===== src/rtl/esc_pwm_pkg.sv =====
// Shared types and helpers for the ESC/servo PWM driver.
package esc_pwm_pkg;

    typedef enum logic [1:0] {
        IDLE,
        RUN,
        ESTOP
    } state_e;

    localparam int US_PER_S = 1_000_000;

    // Signed compare, so negative commands land on the lower bound.
    function automatic logic [15:0] clamp_width(
        input logic signed [31:0] v,
        input int                 lo,
        input int                 hi
    );
        if (v < lo) return 16'(lo);
        if (v > hi) return 16'(hi);
        return v[15:0];
    endfunction

endpackage


===== src/rtl/esc_pwm_driver_us_tick_gen.sv =====
// Microsecond prescaler: one-cycle tick every CLOCK_SPEED_HZ/1e6 clocks.
module us_tick_gen
    import esc_pwm_pkg::*;
#(
    parameter int CLOCK_SPEED_HZ = 50_000_000
) (
    input  logic clk_i,
    input  logic rst_i,
    output logic tick_o
);

    localparam int DIV = CLOCK_SPEED_HZ / US_PER_S;
    localparam int CW  = (DIV > 1) ? $clog2(DIV) : 1;

    logic [CW-1:0] cnt_q, cnt_d;

    assign tick_o = (cnt_q == CW'(DIV - 1));

    always_comb begin
        cnt_d = tick_o ? '0 : cnt_q + 1'b1;
    end

    always_ff @(posedge clk_i) begin
        if (rst_i) cnt_q <= '0;
        else       cnt_q <= cnt_d;
    end

endmodule


===== src/rtl/esc_pwm_driver.sv =====
// Servo/ESC pulse generator with clamp, mute and latching e-stop.
// Define DUTY_SLEW_EN to limit width change per period to MAX_STEP_US.
module esc_pwm_driver
    import esc_pwm_pkg::*;
#(
    parameter int CLOCK_SPEED_HZ = 50_000_000,
    parameter int PERIOD_US      = 20000,
    parameter int MIN_WIDTH_US   = 100,
    parameter int MAX_WIDTH_US   = 2500,
    parameter int MAX_STEP_US    = 4
) (
    input  logic               clock,
    input  logic               reset,
    input  logic signed [31:0] duty,
    input  logic               duty_valid,
    input  logic signed [31:0] zero_speed,
    input  logic               mute,
    input  logic               emergency_off,
    input  logic               clear_estop,
    output logic               pwm_out,
    output logic [15:0]        applied_width,
    output logic               period_start,
    output logic               estop_latched
);

    if ((CLOCK_SPEED_HZ % US_PER_S) != 0 || MAX_STEP_US < 1 ||
        PERIOD_US < 2 || PERIOD_US > 65536) begin : g_param_check
        $error("esc_pwm_driver: invalid parameters");
    end

    localparam logic [15:0] LAST_US = 16'(PERIOD_US - 1);
    localparam logic [15:0] MIN_W   = 16'(MIN_WIDTH_US);

    state_e      state_q, state_d;
    logic [15:0] width_q, width_d;
    logic [15:0] target_q, target_d;
    logic [15:0] us_q, us_d;
    logic        started_q, started_d;
    logic        us_tick;
    logic [15:0] nominal, run_w, start_w;

    us_tick_gen #(
        .CLOCK_SPEED_HZ(CLOCK_SPEED_HZ)
    ) u_tick (
        .clk_i (clock),
        .rst_i (reset),
        .tick_o(us_tick)
    );

    function automatic logic [15:0] sat(input logic [15:0] w);
        return (int'(w) >= PERIOD_US) ? LAST_US : w;
    endfunction

`ifdef DUTY_SLEW_EN
    function automatic logic [15:0] approach(
        input logic [15:0] cur,
        input logic [15:0] nom
    );
        logic [15:0] stp;
        stp = 16'(MAX_STEP_US);
        if (nom > cur) return (nom - cur > stp) ? cur + stp : nom;
        if (cur > nom) return (cur - nom > stp) ? cur - stp : nom;
        return cur;
    endfunction
`endif

    // Boundary is the cycle whose edge wraps the counter to zero.
    assign period_start  = us_tick & (~started_q | (us_q == LAST_US));
    assign pwm_out       = (state_q == RUN) && (us_q < width_q);
    assign applied_width = width_q;
    assign estop_latched = (state_q == ESTOP);

    always_comb begin
        started_d = started_q;
        us_d      = us_q;
        if (us_tick) begin
            started_d = 1'b1;
            us_d      = period_start ? 16'd0 : us_q + 16'd1;
        end
    end

    always_comb begin
        target_d = target_q;
        if (duty_valid)
            target_d = clamp_width(duty, MIN_WIDTH_US, MAX_WIDTH_US);
        nominal = mute ? clamp_width(zero_speed, MIN_WIDTH_US, MAX_WIDTH_US)
                       : target_d;
`ifdef DUTY_SLEW_EN
        run_w   = sat(approach(width_q, nominal));
        start_w = sat(approach(MIN_W, nominal));
`else
        run_w   = sat(nominal);
        start_w = sat(MIN_W);
`endif
        state_d = state_q;
        width_d = width_q;
        unique case (state_q)
            IDLE: begin
                if (period_start) begin
                    state_d = RUN;
                    width_d = start_w;
                end
            end
            RUN: begin
                if (period_start) width_d = run_w;
            end
            ESTOP: begin
                width_d = '0;
                if (clear_estop) state_d = IDLE;
            end
            default: begin
                state_d = IDLE;
                width_d = '0;
            end
        endcase
        if (emergency_off) begin
            state_d = ESTOP;
            width_d = '0;
        end
    end

    always_ff @(posedge clock) begin
        if (reset) begin
            state_q   <= IDLE;
            width_q   <= '0;
            target_q  <= '0;
            us_q      <= '0;
            started_q <= 1'b0;
        end else begin
            state_q   <= state_d;
            width_q   <= width_d;
            target_q  <= target_d;
            us_q      <= us_d;
            started_q <= started_d;
        end
    end

endmodule


===== config.mk =====
export PLATFORM = sky130hd
export DESIGN_NAME = esc_pwm_driver
export DESIGN_NICKNAME = d
export VERILOG_FILES = /design/src/rtl/esc_pwm_pkg.sv /design/src/rtl/esc_pwm_driver_us_tick_gen.sv /design/src/rtl/esc_pwm_driver.sv
export SDC_FILE = /design/constraint.sdc
export NUM_CORES = 1
export LEC_CHECK = 0
export ABC_AREA = 1
export CAP_MARGIN = 20
export CELL_PAD_IN_SITES_DETAIL_PLACEMENT = 1
export CELL_PAD_IN_SITES_GLOBAL_PLACEMENT = 1
export CORE_MARGIN = 4
export CORE_UTILIZATION = 29
export DETAILED_ROUTE_END_ITERATION = 10
export PLACE_DENSITY = 0.8
export SETUP_SLACK_MARGIN = 0.1
export SYNTH_ARGS = -nofsm -noshare
export SYNTH_HDL_FRONTEND = slang
export SYNTH_HIERARCHICAL = 1
export SYNTH_SLANG_ARGS = --single-unit
export TNS_END_PERCENT = 50

===== constraint.sdc =====
create_clock -name clock -period 2.9 [get_ports clock]
set_input_delay 0.58 -clock clock [delete_from_list [all_inputs] [get_ports clock]]
set_output_delay 0.58 -clock clock [all_outputs]
set_load 0.01 [all_outputs]

After elaboration in Yosys (flattened, before gate mapping)

Cells that the tools add are included.
W data, S select, Z words.

Muxes and demuxes: 27
Bitwise logic cells: 4
Equality and inequality tests: 10
Reductions and logical operators: 7
Order comparisons: 6
Add/sub/neg operators: 2

Operators with widths:

| cell                    | count |
|---|---|
| $mux W16                | 14 |
| $gt A32 B13 Y1 const B  | 2 |
| $lt A32 B8 Y1 const B   | 2 |
| $pmux W16 S2            | 1 |
| $add A16 B1 Y16 const B | 1 |
| $eq A16 B15 Y1 const B  | 1 |
| $ge A16 B15 Y1 const B  | 1 |
| $lt A16 B16 Y1          | 1 |
| $mux W1                 | 8 |
| $ne A2 B2 Y1 const B    | 4 |
| $add A6 B1 Y6 const B   | 1 |
| $eq A6 B6 Y1 const B    | 1 |
| $mux W2                 | 3 |
| $ne A3 B3 Y1 const B    | 2 |
| $pmux W2 S3             | 1 |
| $reduce_and A3 Y1       | 2 |
| $reduce_or A2 Y1        | 2 |
| $eq A2 B1 Y1 const B    | 1 |
| $eq A2 B2 Y1 const B    | 1 |
| $logic_not A2 Y1        | 1 |
| $not A1 Y1              | 2 |
| $reduce_and A2 Y1       | 1 |
| $and A1 B1 Y1           | 1 |
| $logic_and A1 B1 Y1     | 1 |
| $or A1 B1 Y1            | 1 |

Word-level logic and storage cells: 63
Register bits: 57

Depth between registers and ports, before layout

Depth after elaboration: 13
Gate-level depth with buffers: 20
Mapped depth without buffers: 19

Modules after synthesis

The synthesis kept the hierarchy.

Modules (own cells, without submodules):

| module         | times used | area an instance (sq um) | sequential area each (sq um) | cells each |
|---|---|---|---|---|
| esc_pwm_driver | 1          | 3389.5                   | 1021.0                       | 531 |
| us_tick_gen    | 1          | 282.8                    | 120.1                        | 34 |

Least setup slack after synthesis

OpenSTA, ideal clock, no wires.

Kind: register to output
Start: register width_q[3] (netlist: applied_width[3])
End: output pwm_out
Data arrival time: 1.616 ns
Slack: 0.704 ns
Cell stages (with the launch flop): 12
Path through: dfxtp_1 > inv_1 > ha_1 > a21oi_1 > o21ai_0 > nand4_1 > o211ai_1 > a21oi_1 > nor2_1 > a211oi_1 > o21ai_0 > nor2_1

Cells in the longest elaborated chain, start to end: 2

Ends and longest elaborated chain:

| item                   | RTL line              | RTL |
|---|---|---|
| from (decl)            | esc_pwm_driver.sv:35  | `logic [15:0] width_q, width_d;` |
| from (signal assigned) | esc_pwm_driver.sv:131 | `width_q <= width_d;` |
| $lt A16 B16 Y1         | esc_pwm_driver.sv:69  | `assign pwm_out = (state_q == RUN) && (us_q < width_q);` |
| $logic_and A1 B1 Y1    | esc_pwm_driver.sv:69  |  |
| to (decl)              | esc_pwm_driver.sv:20  | `output logic pwm_out,` |

No other way between the ends.

Final worst setup path

Start: register us_q[7]
End: output period_start

Cells in the longest elaborated chain, start to end: 3

Ends and longest elaborated chain:

| item                   | RTL line              | RTL |
|---|---|---|
| from (decl)            | esc_pwm_driver.sv:37  | `logic [15:0] us_q, us_d;` |
| from (signal assigned) | esc_pwm_driver.sv:133 | `us_q <= us_d;` |
| $eq A16 B15 Y1         | esc_pwm_driver.sv:68  | `assign period_start = us_tick & (~started_q \| (us_q == LAST_US));` |
| $or A1 B1 Y1           | esc_pwm_driver.sv:68  |  |
| $and A1 B1 Y1          | esc_pwm_driver.sv:68  |  |
| to (decl)              | esc_pwm_driver.sv:22  | `output logic period_start,` |

No other way between the ends.

==> out/metrics.yaml <==
yosysSeqAreaShare_pct: 31.1
p_comb_share_pct: 11.9
syn_nets: 653
fp.coreArea_sq_mm: 0.0122
hold_slack_ns: 0.440
nFillCells: 1543
grt_pass1_wl_mm: 20.3
ys_top_cells_by_area: "dfxtp_1 31%, nand2_1 13%, nor2_1 9.7%"
critPathSlowestCell: "clkdlybuf4s50_1"
h-tree-depth: 3
placed_cell_area_sq_mm: 0.00482
max_clock_freq_ghz: 0.366
drive_gt1_share_pct: 15.2
synth_cell_types: 41
area_growth_pct: 45.6
dpl.hpwl_mm: 9.89
leakage_nw: 2.18
drt-pass1-iter-count: 4
cp-start-kind: "flip-flop"
min_period_ns: 2.73
switching_share_pct: 22.3
place_congestion: 0.828
synthDominantCellAreaShare_pct: 31.1
skew_ns: 0.0113
syn_inst: 565
clk_pin_slew_ns: 0.05
syn_area_sq_mm: 0.00367
cts_tree: "done"
num_vias: 4086
power_frac_clock_pct: 54.3
cp_top_family: "buffers and inverters"
avgSynthCellArea_sq_um: 6.50
cts_buffers: 9
critPathArrivalTime_ns: 2.15
maxCapViolCount: 0
synth-seq-cells: 57
path_max_fanout: 4
grt_max_degree: 19
p_int_w: 0.00185
ioPinCount: 89
cts_sinks: 57
antenna_found_initial: 0
drt-vias-per-instance: 4.82
die-area_sq_mm: 0.0145
grtUsageMet3_pct: 3.65
period_share_pct: 94.2
crit_path_end_kind: "output port"
die_x_um: 121
n_antenna_cell: 0
post-route-drc-count: 0
rsz0062_at_grt: "yes"
worst_pin_slew_ns: 0.841
crit_path_cell_trace: "inv_1, nand4_1, nor4_2, nand4_1, nand2_1, nand2_1, inv_2, clkdlybuf4s50_1"
p_sw_w: 0.000532
grtUsageMet1_pct: 19.6
seqPwrFrac_pct: 33.8
ctsRootBufferMaster: "clkbuf_16"
crit_type: "flip-flop to output port"
seqCellArea_sq_mm: 0.00116
crit_buf_inv: 3
hold_buffers: 0
finalMaxSlewViolations: 0
finalHoldViolCount: 0
max_stage_delay_ns: 0.53
status: "complete, no violations"
maxSlewHeadroom_pct: 43.7
wl_per_cell_um: 15.3
peakVddDrop_mv: 0.240
io_buffers: 88
cp.required_ns: 2.32
yosysWarnings: 6
die_h_um: 121
initial_utilization_pct: 30.1
fin_nets: 762
grt_use_total_pct: 17.2
clk_latency_ns: 0.33
use_met2_pct: 31.2
multiInputGateArea_sq_mm: 0.00223
power.density_cell_area_mw_per_mm2: 446
grt_pass1_vias: 4435
yosys.area.top_type: "dfxtp_1"
antenna_left: 0
drt_iter0_drc: 235
hp-class: "flip-flop to flip-flop"
rows: 40
setup_viol: 0
gr-total-overflow: 0
clockBufferDepth: 2
design_area_sq_mm: 0.00535
grt.busiest_layer: "met2"
wirelength_mm: 12.9
## sequential cells by signal (all words and copies together), names as in the netlist
register,flops
started_q,1
applied_width,16
state_q,2
us_q,16
target_q,16
u_tick/cnt_q,6
## worst paths after layout
path                     start                to  slack [ns]  cells after the start
setup / recovery       us_q[7]      period_start        0.17                      8
setup reg to reg       us_q[1]  applied_width[5]        0.35                     12
hold / removal    target_q[15]      target_q[15]        0.44                      2
hold reg to reg   target_q[15]      target_q[15]        0.44                      2
## worst register-to-register path, cell delays in order (launching register included)
cell	delay (ns)
dfxtp_2	0.35
ha_1	0.20
nand2_1	0.10
inv_1	0.07
nand4_1	0.11
nand2_1	0.07
nand2_1	0.15
inv_2	0.07
buf_4	0.15
nor2_1	0.64
inv_1	0.20
o21ai_0	0.26
a21oi_1	0.07
## cells in the mapped netlist, drive strengths merged
library cell,number
nor3,17
a21o,1
nor4,5
o22ai,5
nand3,36
nor2,100
a21oi,35
o21bai,2
xor2,7
ha,18
a22oi,5
or2,4
clkbuf,5
inv,87
o211ai,2
and2,2
o21a,2
o21ai,6
nand4,15
nand2,137
dfxtp,57
xnor2,2
a211oi,3
buf,7
nand3b,2
clkinv,1
nor3b,2
## layout make-up
class	instances	share of cell area, %
timing repair buffer	110	19.7
multi-input combinational	408	41.7
tap	168	3.93
clock buffer	12	4.98
inverter	88	6.23
sequential	57	21.6
clock inverter	4	1.83
## routing by layer
layer	vias to the layer above	wire (um)
met3	31	615
met1	1917	5140
met5	-	0
met4	0	370
li1	2023	-
met2	115	6800
## cell families (layout without fill, tap and decap cells)
group / after synthesis / after routing / share of synthesized area [%]
xor gates and xnor gates: 9 / 9 / 2.15
DFF: 57 / 57 / 31.1
AOI/OAI and AO/OA: 61 / 61 / 10.3
adders and majority gates: 18 / 18 / 6.13
buffers and inverters: 100 / 214 / 10.8
and+or+nand+nor: 320 / 320 / 39.5
## cells in the final DEF, fill, tap and decap left out, drive strengths merged
cell             n
nor3b            2
or2              4
clkbuf          12
nand3b           2
nor4             5
clkinv           1
o21a             2
buf             23
a21oi           35
a22oi            5
dfxtp           57
o21ai            6
a21o             1
o21bai           2
a211oi           3
clkdlybuf4s50   87
bufinv           3
o211ai           2
clkinvlp         1
nand3           36
o22ai            5
and2             2
ha              18
nand2          137
nand4           15
xor2             7
xnor2            2
nor3            17
inv             87
nor2           100
## repair_timing
| item | CTS | global route |
|---|---|---|
| buffers inserted | 0 | 5 |
| resized for setup | 9 | 28 |
| setup endpoints to repair | 2 | 16 |
| pin swaps | 2 | 13 |
## metrics by stage
step	util [%]	power [W]	cells	setup TNS, ns	setup WS (ns)
detailed placement	39.5	0.00110	826	-1.32	-0.192
floorplan	-	0.000946	565	0	0.704
CTS	42.6	0.00238	842	0	0.0488
finish	43.8	0.00238	847	0	0.170
global route	43.8	0.00246	847	0	0.00531
global placement	39.5	0.00109	826	-0.0625	-0.0459
## power groups by stage
stage                     clock network, W  logic [W]  registers [W]
after floorplan                          0   0.000126       0.000819
after global placement                   0   0.000269       0.000821
after detailed placement                 0   0.000278       0.000822
after CTS                          0.00130   0.000281       0.000806
after global routing               0.00134   0.000315       0.000807
final                              0.00129   0.000283       0.000806
Power figures use the tool's default switching activity.
